### src/rtl/result_dumper_if.sv
// rtl/result_dumper_if.sv - memory read port, pixel stream and status bundle for result_dumper
interface result_dumper_if #(
  parameter int ADDR_W = 14,
  parameter int DATA_W = 8,
  parameter int CSUM_W = 22
);
  logic              busy;
  logic [ADDR_W-1:0] addr;
  logic              rd;
  logic [DATA_W-1:0] data_rd;
  logic [DATA_W-1:0] dout;
  logic              dout_valid;
  logic              dout_ready;
  logic              dumping;
  logic              done;
  logic [CSUM_W-1:0] checksum;

  // Dumper side: drives the read port, the stream and the status outputs.
  modport master (
    input  busy, data_rd, dout_ready,
    output addr, rd, dout, dout_valid, dumping, done, checksum
  );

  // Environment side: filter status, result memory and stream consumer.
  modport slave (
    output busy, data_rd, dout_ready,
    input  addr, rd, dout, dout_valid, dumping, done, checksum
  );
endinterface

### src/rtl/result_dumper.sv
// rtl/result_dumper.sv - reads the result memory in raster order and streams it out with a checksum
module result_dumper #(
  parameter int NPIX   = 16384,
  parameter int ADDR_W = 14,
  parameter int DATA_W = 8,
  parameter int CSUM_W = 22
) (
  input  logic           clk,
  input  logic           reset,
  result_dumper_if.master bus
);

  typedef enum logic [1:0] {
    IDLE  = 2'd0,
    READ  = 2'd1,
    DRAIN = 2'd2
  } state_e;

  localparam logic [ADDR_W-1:0] LAST = ADDR_W'(NPIX - 1);

  state_e            state_q, state_d;
  logic              busy_q;
  logic [ADDR_W-1:0] rd_ptr_q, rd_ptr_d;
  logic [ADDR_W-1:0] beat_q, beat_d;
  logic [CSUM_W-1:0] csum_q, csum_d;
  logic [DATA_W-1:0] head_q, head_d;
  logic [DATA_W-1:0] tail_q, tail_d;
  logic [1:0]        cnt_q, cnt_d;
  logic              inflight_q;
  logic              done_q, done_d;

  logic              pop;
  logic              push;
  logic              issue;
  logic [2:0]        credit;

  // Next-state logic: start detect, credit-limited read issue, 2-entry output FIFO, checksum.
  always_comb begin
    state_d  = state_q;
    rd_ptr_d = rd_ptr_q;
    beat_d   = beat_q;
    csum_d   = csum_q;
    head_d   = head_q;
    tail_d   = tail_q;
    cnt_d    = cnt_q;
    done_d   = 1'b0;

    pop    = (cnt_q != 2'd0) && bus.dout_ready;
    push   = inflight_q;
    // Slots already claimed once this cycle's pop frees one; a read is allowed while fewer than 2.
    credit = {1'b0, cnt_q} + {2'b00, inflight_q} - {2'b00, pop};
    issue  = (state_q == READ) && (credit < 3'd2);

    if (pop) begin
      csum_d = csum_q + {{(CSUM_W-DATA_W){1'b0}}, head_q};
      beat_d = beat_q + ADDR_W'(1);
    end

    case ({push, pop})
      2'b10: begin
        if (cnt_q == 2'd0) head_d = bus.data_rd;
        else               tail_d = bus.data_rd;
        cnt_d = cnt_q + 2'd1;
      end
      2'b01: begin
        head_d = tail_q;
        cnt_d  = cnt_q - 2'd1;
      end
      2'b11: begin
        if (cnt_q == 2'd1) begin
          head_d = bus.data_rd;
        end else begin
          head_d = tail_q;
          tail_d = bus.data_rd;
        end
      end
      default: ;
    endcase

    case (state_q)
      IDLE: begin
        // Only a falling edge of busy seen while idle starts a dump.
        if (busy_q && !bus.busy) begin
          state_d  = READ;
          rd_ptr_d = '0;
          beat_d   = '0;
          csum_d   = '0;
        end
      end
      READ: begin
        // The pointer parks on the last address so addr never leaves the image.
        if (issue) begin
          if (rd_ptr_q == LAST) state_d  = DRAIN;
          else                  rd_ptr_d = rd_ptr_q + ADDR_W'(1);
        end
      end
      DRAIN: begin
        if (pop && (beat_q == LAST)) begin
          state_d = IDLE;
          done_d  = 1'b1;
        end
      end
      default: state_d = IDLE;
    endcase
  end

  // State register with asynchronous reset back to an idle, empty engine.
  always_ff @(posedge clk or posedge reset) begin
    if (reset) begin
      state_q    <= IDLE;
      busy_q     <= 1'b0;
      rd_ptr_q   <= '0;
      beat_q     <= '0;
      csum_q     <= '0;
      head_q     <= '0;
      tail_q     <= '0;
      cnt_q      <= 2'd0;
      inflight_q <= 1'b0;
      done_q     <= 1'b0;
    end else begin
      state_q    <= state_d;
      busy_q     <= bus.busy;
      rd_ptr_q   <= rd_ptr_d;
      beat_q     <= beat_d;
      csum_q     <= csum_d;
      head_q     <= head_d;
      tail_q     <= tail_d;
      cnt_q      <= cnt_d;
      inflight_q <= issue;
      done_q     <= done_d;
    end
  end

  assign bus.rd         = issue;
  assign bus.addr       = rd_ptr_q;
  assign bus.dout       = head_q;
  assign bus.dout_valid = (cnt_q != 2'd0);
  assign bus.dumping    = (state_q != IDLE);
  assign bus.done       = done_q;
  assign bus.checksum   = csum_q;

endmodule

### src/flat_wrapper.sv
// flat-port wrapper written by rule: the top's interface ports become plain ports
module result_dumper_flat 
#(
  parameter int NPIX   = 16384,
  parameter int ADDR_W = 14,
  parameter int DATA_W = 8,
  parameter int CSUM_W = 22
)
  (clk, reset, bus_busy, bus_data_rd, bus_dout_ready, bus_addr, bus_rd, bus_dout, bus_dout_valid, bus_dumping, bus_done, bus_checksum);
  result_dumper_if #(.ADDR_W(ADDR_W), .DATA_W(DATA_W), .CSUM_W(CSUM_W)) bus_i ();
  input  logic clk;
  input  logic reset;
  input wire logic [$bits(bus_i.busy)-1:0] bus_busy;
  input wire logic [$bits(bus_i.data_rd)-1:0] bus_data_rd;
  input wire logic [$bits(bus_i.dout_ready)-1:0] bus_dout_ready;
  output wire logic [$bits(bus_i.addr)-1:0] bus_addr;
  output wire logic [$bits(bus_i.rd)-1:0] bus_rd;
  output wire logic [$bits(bus_i.dout)-1:0] bus_dout;
  output wire logic [$bits(bus_i.dout_valid)-1:0] bus_dout_valid;
  output wire logic [$bits(bus_i.dumping)-1:0] bus_dumping;
  output wire logic [$bits(bus_i.done)-1:0] bus_done;
  output wire logic [$bits(bus_i.checksum)-1:0] bus_checksum;
  assign bus_i.busy = bus_busy;
  assign bus_i.data_rd = bus_data_rd;
  assign bus_i.dout_ready = bus_dout_ready;
  assign bus_addr = bus_i.addr;
  assign bus_rd = bus_i.rd;
  assign bus_dout = bus_i.dout;
  assign bus_dout_valid = bus_i.dout_valid;
  assign bus_dumping = bus_i.dumping;
  assign bus_done = bus_i.done;
  assign bus_checksum = bus_i.checksum;
  result_dumper #(.NPIX(NPIX), .ADDR_W(ADDR_W), .DATA_W(DATA_W), .CSUM_W(CSUM_W)) u_core (.clk(clk), .reset(reset), .bus(bus_i));
endmodule
### config.mk
export PLATFORM = sky130hd
export DESIGN_NAME = result_dumper_flat
export DESIGN_NICKNAME = d
export VERILOG_FILES = /design/src/rtl/result_dumper_if.sv /design/src/rtl/result_dumper.sv /design/src/flat_wrapper.sv
export SDC_FILE = /design/constraint.sdc
export NUM_CORES = 1
export LEC_CHECK = 0
export BUFFER_PORTS_ARGS = -buffer_cell sky130_fd_sc_hd__buf_2
export CELL_PAD_IN_SITES_DETAIL_PLACEMENT = 0
export CELL_PAD_IN_SITES_GLOBAL_PLACEMENT = 1
export CORE_MARGIN = 4
export CORE_UTILIZATION = 44
export CTS_CLUSTER_SIZE = 20
export DETAILED_ROUTE_END_ITERATION = 8
export PLACE_DENSITY = 0.85
export SYNTH_ARGS = -nofsm -noshare
export SYNTH_HDL_FRONTEND = slang
export SYNTH_SLANG_ARGS = --single-unit
### constraint.sdc
create_clock -name clk -period 4.7 [get_ports clk]
set_clock_uncertainty 0.15 [all_clocks]
set_input_delay 0.94 -clock clk [delete_from_list [all_inputs] [get_ports clk]]
set_output_delay 0.94 -clock clk [all_outputs]
set_load 0.005 [all_outputs]
# ---- Yosys cells after proc, flatten, opt, wreduce, memory -nomap -nowiden
# Cells that the tools add are included.
# W data, S select, Z words.
dict set report word_totals {
  wordCells 75
  latch_bits 0
  ramBits 0
  mem_bits_ro 0
  memories 0
  register_bits 73
  output_inout_bits 48
  inputBits 12
}
dict set report op_classes {
  magnitude_cmp 1
  mul 0
  mux 24
  n_shift 0
  div_mod_pow 0
  addsub 7
  eq_ne 16
  n_reduce_logical 17
  n_bitwise 0
}
# cell count
set op_table {}
lappend op_table {{$mux W14} 6}
lappend op_table {{$mux W22} 3}
lappend op_table {{$mux W8} 4}
lappend op_table {{$add A14 B1 Y14 const B} 2}
lappend op_table {{$eq A14 B14 Y1 const B} 2}
lappend op_table {{$pmux W14 S2} 1}
lappend op_table {{$pmux W8 S3} 1}
lappend op_table {{$add A22 B8 Y22} 1}
lappend op_table {{$pmux W8 S2} 1}
lappend op_table {{$reduce_bool A2 Y1} 5}
lappend op_table {{$mux W2} 4}
lappend op_table {{$ne A2 B1 Y1 const B} 4}
lappend op_table {{$ne A2 B2 Y1 const B} 4}
lappend op_table {{$reduce_and A4 Y1} 2}
lappend op_table {{$eq A2 B1 Y1 const B} 3}
lappend op_table {{$eq A2 B2 Y1 const B} 3}
lappend op_table {{$pmux W2 S3} 1}
lappend op_table {{$logic_and A1 B1 Y1} 4}
lappend op_table {{$logic_not A2 Y1} 2}
lappend op_table {{$pmux W2 S2} 1}
lappend op_table {{$add A2 B1 Y3} 1}
lappend op_table {{$lt A3 B2 Y1 const B} 1}
lappend op_table {{$reduce_and A3 Y1} 1}
lappend op_table {{$reduce_bool A3 Y1} 1}
lappend op_table {{other kinds (6)} 7}

# ---- Logic depth before layout (Yosys ltp)
dict set report depth {
  depth_word 7
  ltp_mapped 16
  depth_no_buf 13
}

# ---- Least setup slack after synthesis
# No wires, ideal clock.
dict set report synth_path {
  path_type {input to output}
  from {input port bus_dout_ready}
  to {output port bus_rd}
  path_buffers 1
  arrival_time_ps 2637
  path_stages 7
  path_slack_ps 973
  path_cell_list {nand2_1 inv_1 clkbuf_1 ha_1 nor2_1 fa_1 nor3_1}
}
dict set report synth_via {
  elab_chain_len 4
}
# item line_no
set synth_rtl {}
lappend synth_rtl {{start: declaration} flat_wrapper.sv:15} ;# input wire logic [$bits(bus_i.dout_ready)-1:0] bus_dout_ready;
lappend synth_rtl {{$logic_and A1 B1 Y1} result_dumper.sv:48} ;# pop = (cnt_q != 2'd0) && bus.dout_ready;
lappend synth_rtl {{$sub A3 B1 Y3} result_dumper.sv:51} ;# credit = {1'b0, cnt_q} + {2'b00, inflight_q} - {2'b00, pop};
lappend synth_rtl {{$lt A3 B2 Y1} result_dumper.sv:52} ;# issue = (state_q == READ) && (credit < 3'd2);
lappend synth_rtl {{$logic_and A1 B1 Y1} result_dumper.sv:52}
lappend synth_rtl {{end: declaration} flat_wrapper.sv:17} ;# output wire logic [$bits(bus_i.rd)-1:0] bus_rd;
# No other way between the ends.

# ---- Worst setup path after layout
dict set report layout_path {
  from {register u_core.cnt_q[1]}
  to {output port bus_rd}
}
dict set report layout_via {
  elab_chain_len 5
  word_cells_on_any_way 6
}
# item line_no
set layout_rtl {}
lappend layout_rtl {{start: declaration} result_dumper.sv:28} ;# logic [1:0] cnt_q, cnt_d;
lappend layout_rtl {{start signal: assignment} result_dumper.sv:128} ;# cnt_q <= cnt_d;
lappend layout_rtl {{parallel branches: the longest is 2 deep, another holds $add A2 B1 Y3} n/a}
lappend layout_rtl {{$sub A3 B1 Y3 *} result_dumper.sv:51}
lappend layout_rtl {{$lt A3 B2 Y1 *} result_dumper.sv:52}
lappend layout_rtl {{$logic_and A1 B1 Y1 *} result_dumper.sv:52}
# Mark *: on every way between the ends.

==> reports/summary.txt <==
Crit-path slowest cell - fa_1
drt wl/cell - 14.4 µm
PwrDens - 535 mW/mm²
clock slew at reported path FFs - 60 ps
Yosys cell types - 50
Filler Cell Count - 838
Max Slew Vio Count - 0
RSZ-0062 raised after global routing - false
number of synthesized register bits - 73
crit path DAT - 2730 ps
final hold vios - 0
PortBufs - 59
Via density - 5.45
Post-Route WL - 8.35 mm
syn_area_per_cell - 9.69 µm²
share of cells above drive strength 1 - 20.1%
r2r setup slk - 1320 ps
commonest non-fill, non-tap cell in the layout - dfrtp_1
chip height - 102 µm
Core ar. - 0.00872 mm²
Die W - 102 µm
worst reg-to-reg path cell count - 12
DRT iter0 DRCs - 125
initial antenna violation count - 0
CP startpoint - u_core.cnt_q[1]
first-pass GRT wire length - 14.6 mm
relative slew slack - 30.7%
CP endpoint - bus_rd
crit-path max cell delay - 490 ps
worst skew pair latency - 340 ps
fin crit period - 3820 ps
Critical Path End Type - primary output
sequential share of the synthesized area - 46.5%
fin util - 51.5%
data required time of the worst path - 3610 ps
critical path type - flip-flop to primary output
Layout Nets - 498
worst slew pin tran - 1040 ps
Post-synth EDFFs - 0
syn_nets - 435
number of diodes - 0
iteration count of the initial detailed-routing pass - 4
setup tns final - 0 ps
Max FO, Critical Path - 6
Syn Inst Count - 405
fin crit share - 81.3%
worst r2r dst - u_core.bus.addr[5]
worst vdd ir - 0.000276 V
Fmax - 262 MHz
Initial Utilization - 45.0%
Synth Cell Area - 0.00393 mm²
FP Rows - 34
worst hold-check path type - flip-flop to flip-flop
antenna viol nets, final - 0
IO Count - 60
post-CTS setup buffer count - 0
Pleak - 0.00209 µW
cts repair resizes - 0
RR Startpoint - u_core.cnt_q[1]
status - finished, final reports clean
routability cong. - 0.810
most frequent cells in the layout - dfrtp_1 (73), buf_2 (59), nand2_1 (49), a21oi_1 (30), nor2_1 (29)
clk sink count - 73
grt total ovfl - 0
asr flop ratio synth - 100%
H-tree lvl count - 3
TritonCTS clock tree - yes
Ys Warns - 0
Max-Cap Viols - 0
total global-route track usage - 17.6%
vias in the first global route - 3079
via count - 3168
Num CTS Buffers - 9
Final setup viols - 0
clock root cell - clkbuf_8
area grow syn2layout - 14.4%
DRC viols - 0
die area - 0.0105 mm²
Synth Flop Type - dfrtp_1
CP dominant cell by count - inv_1
Critical Path Start Type - flip-flop
hpwl dp - 5.98 mm
largest net degree at the start of global routing - 74
Max Root-Sink Buffers - 2
cts hold-fix bufs - 0
crit-path cells - inv_1 > ha_1 > inv_1 > nand2_1 > inv_1 > ha_1 > nor2_1 > fa_1 > nor3_1 > buf_2
-- power by group --
part / total, µW / internal, µW / switching [µW]
registers: 927 / 788 / 139
clock network: 407 / 189 / 219
logic: 1070 / 446 / 620
total: 2400 / 1420 / 977
-- layer usage --
metal  wire length (µm)  global-route usage (%)  up-vias  part of all wire (%)
li1                   -                       -     1587                     -
met1               4160                    25.6     1515                    50
met2               3740                    25.9       55                    45
met3                318                    4.10       11                   3.8
met4                121                    5.45        0                   1.4
met5                  0                       0        -                     0
-- worst min path at each step --
stage / start / endpoint / slack, ps / cells after the start
2_1_floorplan: u_core.state_q[0] / u_core.bus.done / 320 / 1
4_1_cts: u_core.cnt_q[0] / u_core.cnt_q[0] / 360 / 1
5_1_grt: u_core.cnt_q[0] / u_core.cnt_q[0] / 370 / 1
3_5_place_dp: u_core.cnt_q[0] / u_core.cnt_q[0] / 350 / 1
3_3_place_gp: u_core.tail_q[7] / u_core.tail_q[7] / 340 / 1
6_report: u_core.cnt_q[0] / u_core.cnt_q[0] / 350 / 1
-- flip-flops by register name, summed over array words and instances, names as in the netlist --
register	count
u_core.beat_q	14
u_core.bus.done	1
u_core.cnt_q	2
u_core.bus.addr	14
u_core.bus.dout	8
u_core.state_q	2
u_core.bus.checksum	22
u_core.tail_q	8
u_core.inflight_q	1
u_core.busy_q	1
-- cell usage after synthesis (7+ instances only) --
cell	count	share of area (%)
inv_1	18	1.7
mux2_2	8	2.3
o21ai_0	28	3.6
nor2_1	29	2.8
o211ai_1	8	1.5
or3_1	14	2.2
a22oi_1	7	1.3
a21oi_1	30	3.8
xor2_1	14	3.1
nand3_1	16	2.0
ha_1	16	5.1
nand4_1	8	1.3
nand2_1	49	4.7
xnor2_1	11	2.5
clkbuf_1	8	0.77
dfrtp_1	73	47
-- kinds of logic after synthesis --
kind of cell    share of synthesized area (%)
simple gates                             20.3
compound gates                           15.7
flops                                    46.5
buf+inv                                  3.19
xor+xnor                                 5.58
fa+ha+maj                                6.12
mux                                      2.55
-- per-stage QoR --
step                instance area (µm²)  hold slack [ps]  total power (µW)  instances  setup WS (ps)
global placement                   4330              340              1990        565           1010
detailed placement                 4330              347              2010        565            961
floorplan                          3930              320              1720        405            973
CTS                                4490              360              2430        581            778
global route                       4490              372              2650        581            523
finish                             4490              352              2400        581            880
-- layout make-up --
| type | count | area, µm² | area share [%] |
|---|---|---|---|
| multi-input cells | 303 | 1980 | 44.1 |
| flip-flops and latches | 73 | 1830 | 40.7 |
| repair buffers | 63 | 325 | 7.25 |
| clock buffers | 12 | 135 | 3.01 |
| well taps | 108 | 135 | 3.01 |
| inverters | 18 | 67.6 | 1.51 |
| clock inverters | 4 | 20.0 | 0.446 |
-- critical path, delay by kind of cell, from the launching register on --
family / cells / cell delay, ps
adders and majority gates: 3 / 1010
and+or+nand+nor: 3 / 540
buffers and inverters: 4 / 440
DFF: 1 / 400
(Power assumes the default switching activity.)
